File: src/rtl/serial_add_sub.sv
// Bit-serial adder/subtractor: one full-adder slice plus a carry flop,
// LSB first, WIDTH cycles per operation under a start/done handshake.
module serial_add_sub #(
  parameter int unsigned WIDTH = 8
) (
  input  logic             clk,
  input  logic             rst_n,
  input  logic             start,
  input  logic             sub,
  input  logic [WIDTH-1:0] a,
  input  logic [WIDTH-1:0] b,
  output logic             busy,
  output logic             done,
  output logic [WIDTH-1:0] sum,
  output logic             c_out,
  output logic             ovf
);

  localparam int unsigned CW = $clog2(WIDTH + 1);

  typedef enum logic [1:0] {
    IDLE = 2'd0,
    RUN  = 2'd1,
    DONE = 2'd2
  } state_t;

  state_t           state;
  state_t           state_nxt;

  logic [WIDTH-1:0] opa;
  logic [WIDTH-1:0] opb;
  logic [WIDTH-1:0] res;
  logic             carry;
  logic [CW-1:0]    cnt;

  logic             s_c;
  logic             co_c;
  logic             last_c;
  logic [WIDTH-1:0] res_nxt_c;

  // Full-adder slice on the operand LSBs and the shifted result word
  assign s_c       = opa[0] ^ opb[0] ^ carry;
  assign co_c      = (opa[0] & opb[0]) | (opa[0] & carry) | (opb[0] & carry);
  assign last_c    = (cnt == CW'(WIDTH - 1));
  assign res_nxt_c = {s_c, res[WIDTH-1:1]};

  // State register
  always_ff @(posedge clk) begin
    if (!rst_n) begin
      state <= IDLE;
    end else begin
      state <= state_nxt;
    end
  end

  // Next-state logic; start is only looked at in IDLE
  always_comb begin
    state_nxt = state;
    unique case (state)
      IDLE:    if (start) state_nxt = RUN;
      RUN:     if (last_c) state_nxt = DONE;
      DONE:    state_nxt = IDLE;
      default: state_nxt = IDLE;
    endcase
  end

  // Registered handshake outputs follow the upcoming state
  always_ff @(posedge clk) begin
    if (!rst_n) begin
      busy <= 1'b0;
      done <= 1'b0;
    end else begin
      busy <= (state_nxt == RUN);
      done <= (state_nxt == DONE);
    end
  end

  // Operand capture, serial datapath and result publication
  always_ff @(posedge clk) begin
    if (!rst_n) begin
      opa   <= '0;
      opb   <= '0;
      res   <= '0;
      carry <= 1'b0;
      cnt   <= '0;
      sum   <= '0;
      c_out <= 1'b0;
      ovf   <= 1'b0;
    end else begin
      unique case (state)
        IDLE: begin
          if (start) begin
            opa   <= a;
            opb   <= sub ? ~b : b;
            res   <= '0;
            carry <= sub;
            cnt   <= '0;
          end
        end
        RUN: begin
          opa   <= {1'b0, opa[WIDTH-1:1]};
          opb   <= {1'b0, opb[WIDTH-1:1]};
          res   <= res_nxt_c;
          carry <= co_c;
          cnt   <= cnt + CW'(1);
          // carry here is the carry into the MSB
          if (last_c) begin
            sum   <= res_nxt_c;
            c_out <= co_c;
            ovf   <= carry ^ co_c;
          end
        end
        default: begin
        end
      endcase
    end
  end

endmodule

File: config.mk
export PLATFORM = sky130hd
export DESIGN_NAME = serial_add_sub
export DESIGN_NICKNAME = d
export VERILOG_FILES = /design/src/rtl/serial_add_sub.sv
export SDC_FILE = /design/constraint.sdc
export NUM_CORES = 1
export LEC_CHECK = 0
export BUFFER_PORTS_ARGS = -buffer_cell sky130_fd_sc_hd__buf_2
export CORE_ASPECT_RATIO = 0.8
export CORE_UTILIZATION = 50
export CTS_CLUSTER_SIZE = 12
export DETAILED_ROUTE_END_ITERATION = 10
export PLACE_DENSITY = 0.71
export SYNTH_ARGS = -nofsm -noshare
export SYNTH_HDL_FRONTEND = slang
export SYNTH_SLANG_ARGS = --single-unit
File: constraint.sdc
create_clock -name clk -period 3.19 [get_ports clk]
set_clock_uncertainty 0.15 [all_clocks]
set_input_delay 0.1595 -clock clk [delete_from_list [all_inputs] [get_ports clk]]
set_output_delay 0.1595 -clock clk [all_outputs]
set_load 0.02 [all_outputs]
==> results.md, run 1 <==
* Critical path's slowest cell: dfxtp_1
* Port bufs at 31
* Leak pwr at just under 0.8 nW
* Final antenna diode count at 0
* Share of post-route cells with drive strength above 1 at a little under a quarter
* Outcome: finished clean
* PwrDens at between 400 and 500 nW/um^2
* Final ANT Viol Nets at 0
* Worst vdd ir at 0.000341 V
* Crit path DAT at approximately 1.9 ns
* Worst-case clock buffer depth at 2
* YS warnings at 0
* Worst R2R End: opb[0]
* WS Path Type: reg -> reg
* CTS tree: built
* DR WL/cell at 13.7 um
* Switching Share at 24.3%
* Gr usage total at 20.1%
* Min cycle time layout at around 1.8 ns
* Crit-path max FO at 14
* Residual DRC count at 0
* Die width at between 60 and 70 um
* Clock Sinks at 42
* MaxCap Viol Count at 0
* Core ar. at roughly 3400 um^2
* Crit start category: flip-flop
* Worst Hold Class: in -> reg
* Worst-margin pin slew at between 0.9 and 1 ns
* RSZ-0062 raised after global routing: false
* IO Pins at 32
* Initial core utilization at approximately 52%
* Hold path startpoint: b[3]
* Hold endpoint: opb[3]
* Layout Utilization at between 50% and 60%
* Worst rel slew slack at 37.9%
* Hold Buf Count CTS at 1
* Clk_lat worst skew at about 0.29 ns
* CP max stage delay at approximately 0.7 ns
* F_max at 0.542 GHz
* Antenna violations before repair at 0
* Hold Crit Depth at 3
* Estimated wirelength of the detail-placed design at about 2.4 mm
* Worst path top cell family by delay: flip-flops
* Number of vias in the routed layout at 1,461
* Sequential-to-total area share from yosys stat at a little under half
* CTS Root Cell: clkbuf_8
* Combinational share of power at 12.0%
* Vias in the first global route at around 1,400
* Final max-slew violation count at 0
* Grt ovf at 0
* First-pass GRT wire length at between 6 and 7 mm
* Clock transition at path regs at 0.07 ns
* Row cnt at 19
* CTS resizes at 0
* Clock network fraction of design power at between 30% and 40%
* Final setup fails at 0
* Setup crit end kind: flip-flop
* Mean post-synth cell area at approximately 9.3 um^2
* Area Growth Syn to Fin at 11.5%
* Clock buffer count from CTS at 5
* Mapped Nets at between 200 and 250
* Internal cell power at around 750 uW
* Largest net degree at the start of global routing at 33
* Synthesized area at 1810 um^2
* CP Cell Sequence: o21bai_1, buf_4, a22oi_1, o22ai_1
* Final wirelength at between 3 and 4 mm
* CP Data Required Time at between 3 and 4 ns
* Worst R2R Path Depth at 4
* Yosys reg bits at between 40 and 50
* 1st-iter DRT viols at between 100 and 150
* Crit path buf inv count at 1
* Final critical-path share of the clock period at 57.8%
* Htree depth at 2
* Routability cong. at roughly 0.83
* Net count, final at 240
* Flop pwr share at between 50 and 60%
* Post-synthesis cell count at a little under 200
* Net Switching at around 240 uW
* Drt via density at about 5.6
* Hold Violations, Final at 0
* Setup bufs post-CTS at 0
* First-pass DRT Iterations at 5
* Die H at 55.8 um
* RR Startpoint: state[1]
* Synth cell types at 33
* Sum Neg Setup Slack at 0 ns
* Reg2reg setup slack at approximately 1.3 ns
* Die ar. at between 3000 and 4000 um^2
==> cells in the mapped netlist <==
library cell / instances / share of area [%]
dfxtp_1: 42 / 47
nor2_1: 19 / 3.9
a21oi_1: 18 / 5.0
a22oi_1: 15 / 6.2
nand3_1: 12 / 3.3
buf_2: 9 / 2.5
o21ai_0: 9 / 2.5
o221a_2: 8 / 5.0
xnor2_1: 8 / 3.9
inv_1: 6 / 1.2
nor2b_1: 6 / 2.1
a211oi_1: 5 / 2.1
clkbuf_1: 5 / 1.0
o22ai_1: 5 / 1.7
nand2_1: 4 / 0.83
nor3b_1: 3 / 1.2
buf_4: 2 / 0.83
buf_6: 2 / 1.2
nor3_1: 2 / 0.55
o221ai_1: 2 / 0.97
a2bb2oi_1: 1 / 0.48
a31oi_1: 1 / 0.35
and3b_1: 1 / 0.48
fa_1: 1 / 1.1
ha_1: 1 / 0.69
nand2b_4: 1 / 0.76
nand3b_1: 1 / 0.42
nor2_2: 1 / 0.35
nor2b_4: 1 / 0.76
nor3b_2: 1 / 0.69
o21bai_1: 1 / 0.42
or3_1: 1 / 0.35
xor2_1: 1 / 0.48
==> worst max path at each step <==
stage               endpoint  startpoint  cells after the start  slack [ns]
finish                opb[0]    state[1]                      4        1.35
floorplan              carry      opa[0]                      4        1.79
global route          opb[0]    state[1]                      4        1.24
CTS                   opb[0]    state[1]                      4        1.35
detailed placement    opb[0]    state[1]                      4        1.37
global placement      opb[0]    state[1]                      4        1.46
==> per-stage QoR <==
step           instance area [um^2]  setup WS, ns  hold WS [ns]  std cells  power [mW]
3_3_place_gp                   1930          1.46         0.274        252       0.686
5_1_grt                        2020          1.24       0.00782        260        1.04
6_report                       2020          1.35       0.00433        260       0.993
4_1_cts                        2020          1.35       0.00910        260       0.995
3_5_place_dp                   1930          1.37         0.291        252       0.691
2_1_floorplan                  1810          1.79         0.158        195       0.664
==> layout by cell type (no fill, tap or decap), types with 2 or more instances in the layout <==
cell / count
clkbuf_1: 2
nor3_1: 2
a21oi_1: 18
buf_2: 31
nand2_1: 4
clkbuf_8: 5
dfxtp_1: 42
nor3b_1: 3
a22oi_1: 15
inv_1: 6
nand3_1: 12
o221ai_1: 2
o21ai_0: 9
nor2_1: 19
o22ai_1: 5
buf_4: 2
a211oi_1: 5
nor2b_1: 6
xnor2_1: 8
o221a_2: 8
==> area by class of cell <==
type | instances | area (um^2)
tap | 42 | 52.6
fill | 307 | 1430
multi-input combinational | 129 | 843
sequential | 42 | 841
clock buffer | 7 | 76.3
inverter | 6 | 22.5
timing repair buffer | 34 | 180
==> power groups by stage <==
stage               clock network (mW)  logic (mW)  registers [mW]
floorplan                            0      0.0954           0.568
global placement                     0       0.114           0.572
detailed placement                   0       0.118           0.573
CTS                              0.315       0.119           0.561
global route                     0.341       0.133           0.564
finish                           0.312       0.119           0.562
==> state kept, by name, summed over array words and instances, names as in the netlist <==
name and flops:
carry 1, opa 8, cnt 4, res 7
sum 8, done 1, ovf 1, opb 8
c_out 1, state 2, busy 1
==> per-layer routing <==
metal  up-vias  wire (um)  track usage (%)
met5         -          0                0
met2        35       1660             31.9
met3         2        144             5.43
li1        743          -                -
met1       681       1730             26.4
met4         0         16             7.00
==> cells by family (layout without fill, tap and decap cells) <==
kind of cell | Yosys count | count (layout) | share of synthesized area, %
flip-flops | 42 | 42 | 46.5
adder cells (fa/ha/maj) | 2 | 2 | 1.80
AND/OR/NAND/NOR | 53 | 53 | 15.8
buffers and inverters | 24 | 47 | 6.85
XOR/XNOR | 9 | 9 | 4.36
AO/OA/AOI/OAI | 65 | 65 | 24.7
==> tightest hold or removal path, cell delays in order <==
cell and delay [ns]:
buf_2 0.08, xnor2_1 0.05, o22ai_1 0.10
Note: power is estimated with default switching activity, not from simulation.
==> run 2, diff against run 1 <==
==> constraint.sdc (replaced) <==
create_clock -name clk -period 1.88 [get_ports clk]
set_clock_uncertainty 0.15 [all_clocks]
set_input_delay 0.094 -clock clk [delete_from_list [all_inputs] [get_ports clk]]
set_output_delay 0.094 -clock clk [all_outputs]
set_load 0.02 [all_outputs]
==> results.md, run 2 (synthesis results as in run 1) <==
* Grt ovf at 0
* Die H at approximately 56 um
* Clock buffer count from CTS at 5
* Crit path DAT at about 1.7 ns
* CTS tree: built
* DR WL/cell at 13.3 um
* CP Cell Sequence: ha_1, and3b_1, a21oi_1, a211oi_1
* Antenna violations before repair at 0
* Number of vias in the routed layout at between 1,500 and 2,000
* Worst rel slew slack at between 60% and 70%
* CTS Root Cell: clkbuf_8
* Worst Hold Class: in -> reg
* Worst-margin pin slew at between 0.5 and 0.6 ns
* Hold Violations, Final at 0
* Flop pwr share at between 50% and 60%
* Commonest non-fill, non-tap cell in the layout: dfxtp_1
* Vias in the first global route at 1,463
* RSZ-0062 raised after global routing: false
* Port bufs at 31
* Area Growth Syn to Fin at 17.9%
* Estimated wirelength of the detail-placed design at between 2 and 2.5 mm
* Worst vdd ir at approximately 0.00050 V
* Clock transition at path regs at about 0.07 ns
* Core ar. at around 3400 um^2
* Final WS setup at about 0.21 ns
* PwrDens at approximately 820 nW/um^2
* Gr usage total at 20.1%
* Drt via density at around 5.5
* Commonest non-fill, non-tap cells in the layout: dfxtp_1 (42), buf_2 (31), nor2_1 (19), a21oi_1 (18), a22oi_1 (15)
* Residual DRC count at 0
* Critical path's slowest cell: and3b_1
* Routability cong. at slightly below 0.8
* Final ANT Viol Nets at 0
* Worst-case clock buffer depth at 2
* WS Path Type: reg -> reg
* Die width at roughly 69 um
* Leak pwr at 0.830 nW
* Clock Sinks at 42
* Initial core utilization at approximately 52%
* Pre-CTS setup slack at around 0.23 ns
* Row cnt at 19
* Switching Share at between 20% and 30%
* IO Pins at 32
* Share of post-route cells with drive strength above 1 at about a quarter
* Net Switching at roughly 420 uW
* CP max stage delay at between 0.4 and 0.5 ns
* Min cycle time layout at about 1.7 ns
* Clock network fraction of design power at between 30% and 40%
* Sum Neg Setup Slack at 0 ns
* First-pass DRT Iterations at 4
* Combinational share of power at 12.5%
* Internal cell power at 1.33 mW
* Crit start category: flip-flop
* Final critical-path share of the clock period at roughly nine tenths
* Final setup fails at 0
* 1st-iter DRT viols at 76
* Final wirelength at 3.61 mm
* Outcome: finished clean
* Htree depth at 2
* Setup crit end kind: flip-flop
* Largest net degree at the start of global routing at 33
* Biggest regs: opa: 8 flops, opb: 8 flops, sum: 8 flops
* Final antenna diode count at 0
* First-pass GRT wire length at around 6.3 mm
* Final max-slew violation count at 0
* F_max at approximately 0.6 GHz
* Clk_lat worst skew at around 0.28 ns
* MaxCap Viol Count at 0
* Die ar. at about 3900 um^2
* Net count, final at 251
* CP Data Required Time at between 1.5 and 2 ns
* Crit-path max FO at 12
-- run 2: cell type report --
type | instances | area (um^2)
clock inverters | 1 | 5.00
clock buffers | 7 | 86.3
repair buffers | 45 | 280
well taps | 42 | 52.6
multi-input cells | 129 | 843
fillers | 290 | 1320
inverters | 6 | 22.5
flip-flops and latches | 42 | 841
-- run 2: critical path, delay by kind of cell, from the launching register on --
kind            cells  cell delay, ns
compound gates      2            0.36
fa+ha+maj           1            0.23
flops               1            0.39
simple gates        1            0.44
-- run 2: power by group through the flow --
stage	combinational, mW	clock [mW]	sequential [mW]
detailed placement	0.206	0	0.972
global placement	0.198	0	0.969
finish	0.219	0.575	0.952
CTS	0.219	0.593	0.951
floorplan	0.162	0	0.965
global route	0.243	0.637	0.956
-- run 2: worst paths after layout --
path / from / to / slack [ns] / cells past startpoint
max: cnt[0] / sum[7] / 0.21 / 4
min reg2reg: res[1] / sum[0] / 0.32 / 2
max reg2reg: cnt[0] / sum[7] / 0.21 / 4
min: rst_n / opa[4] / 0.03 / 2
-- run 2: routing by layer --
metal	track usage [%]	vias up	part of all wire (%)
li1	-	769	-
met1	25.1	711	50
met2	34.1	25	46
met3	4.89	2	3.1
met4	6.41	0	0.44
met5	0	-	0
-- run 2: stage by stage --
stage                     hold slack, ns  utilization, %  cell area (um^2)  total power [mW]  instances
after global routing              0.0376            61.8              2130              1.84        272
after global placement             0.189            56.8              1960              1.17        256
after detailed placement           0.211            56.8              1960              1.18        256
after CTS                         0.0243            61.8              2130              1.76        272
final                             0.0329            61.8              2130              1.75        272
after floorplan                   0.0923               -              1810              1.13        195
-- run 2: repair_timing --
action,in CTS,in global routing
setup buffers,0,0
hold buffers,8,0
endpoints found under the hold margin,8,0
gates resized for setup,0,0
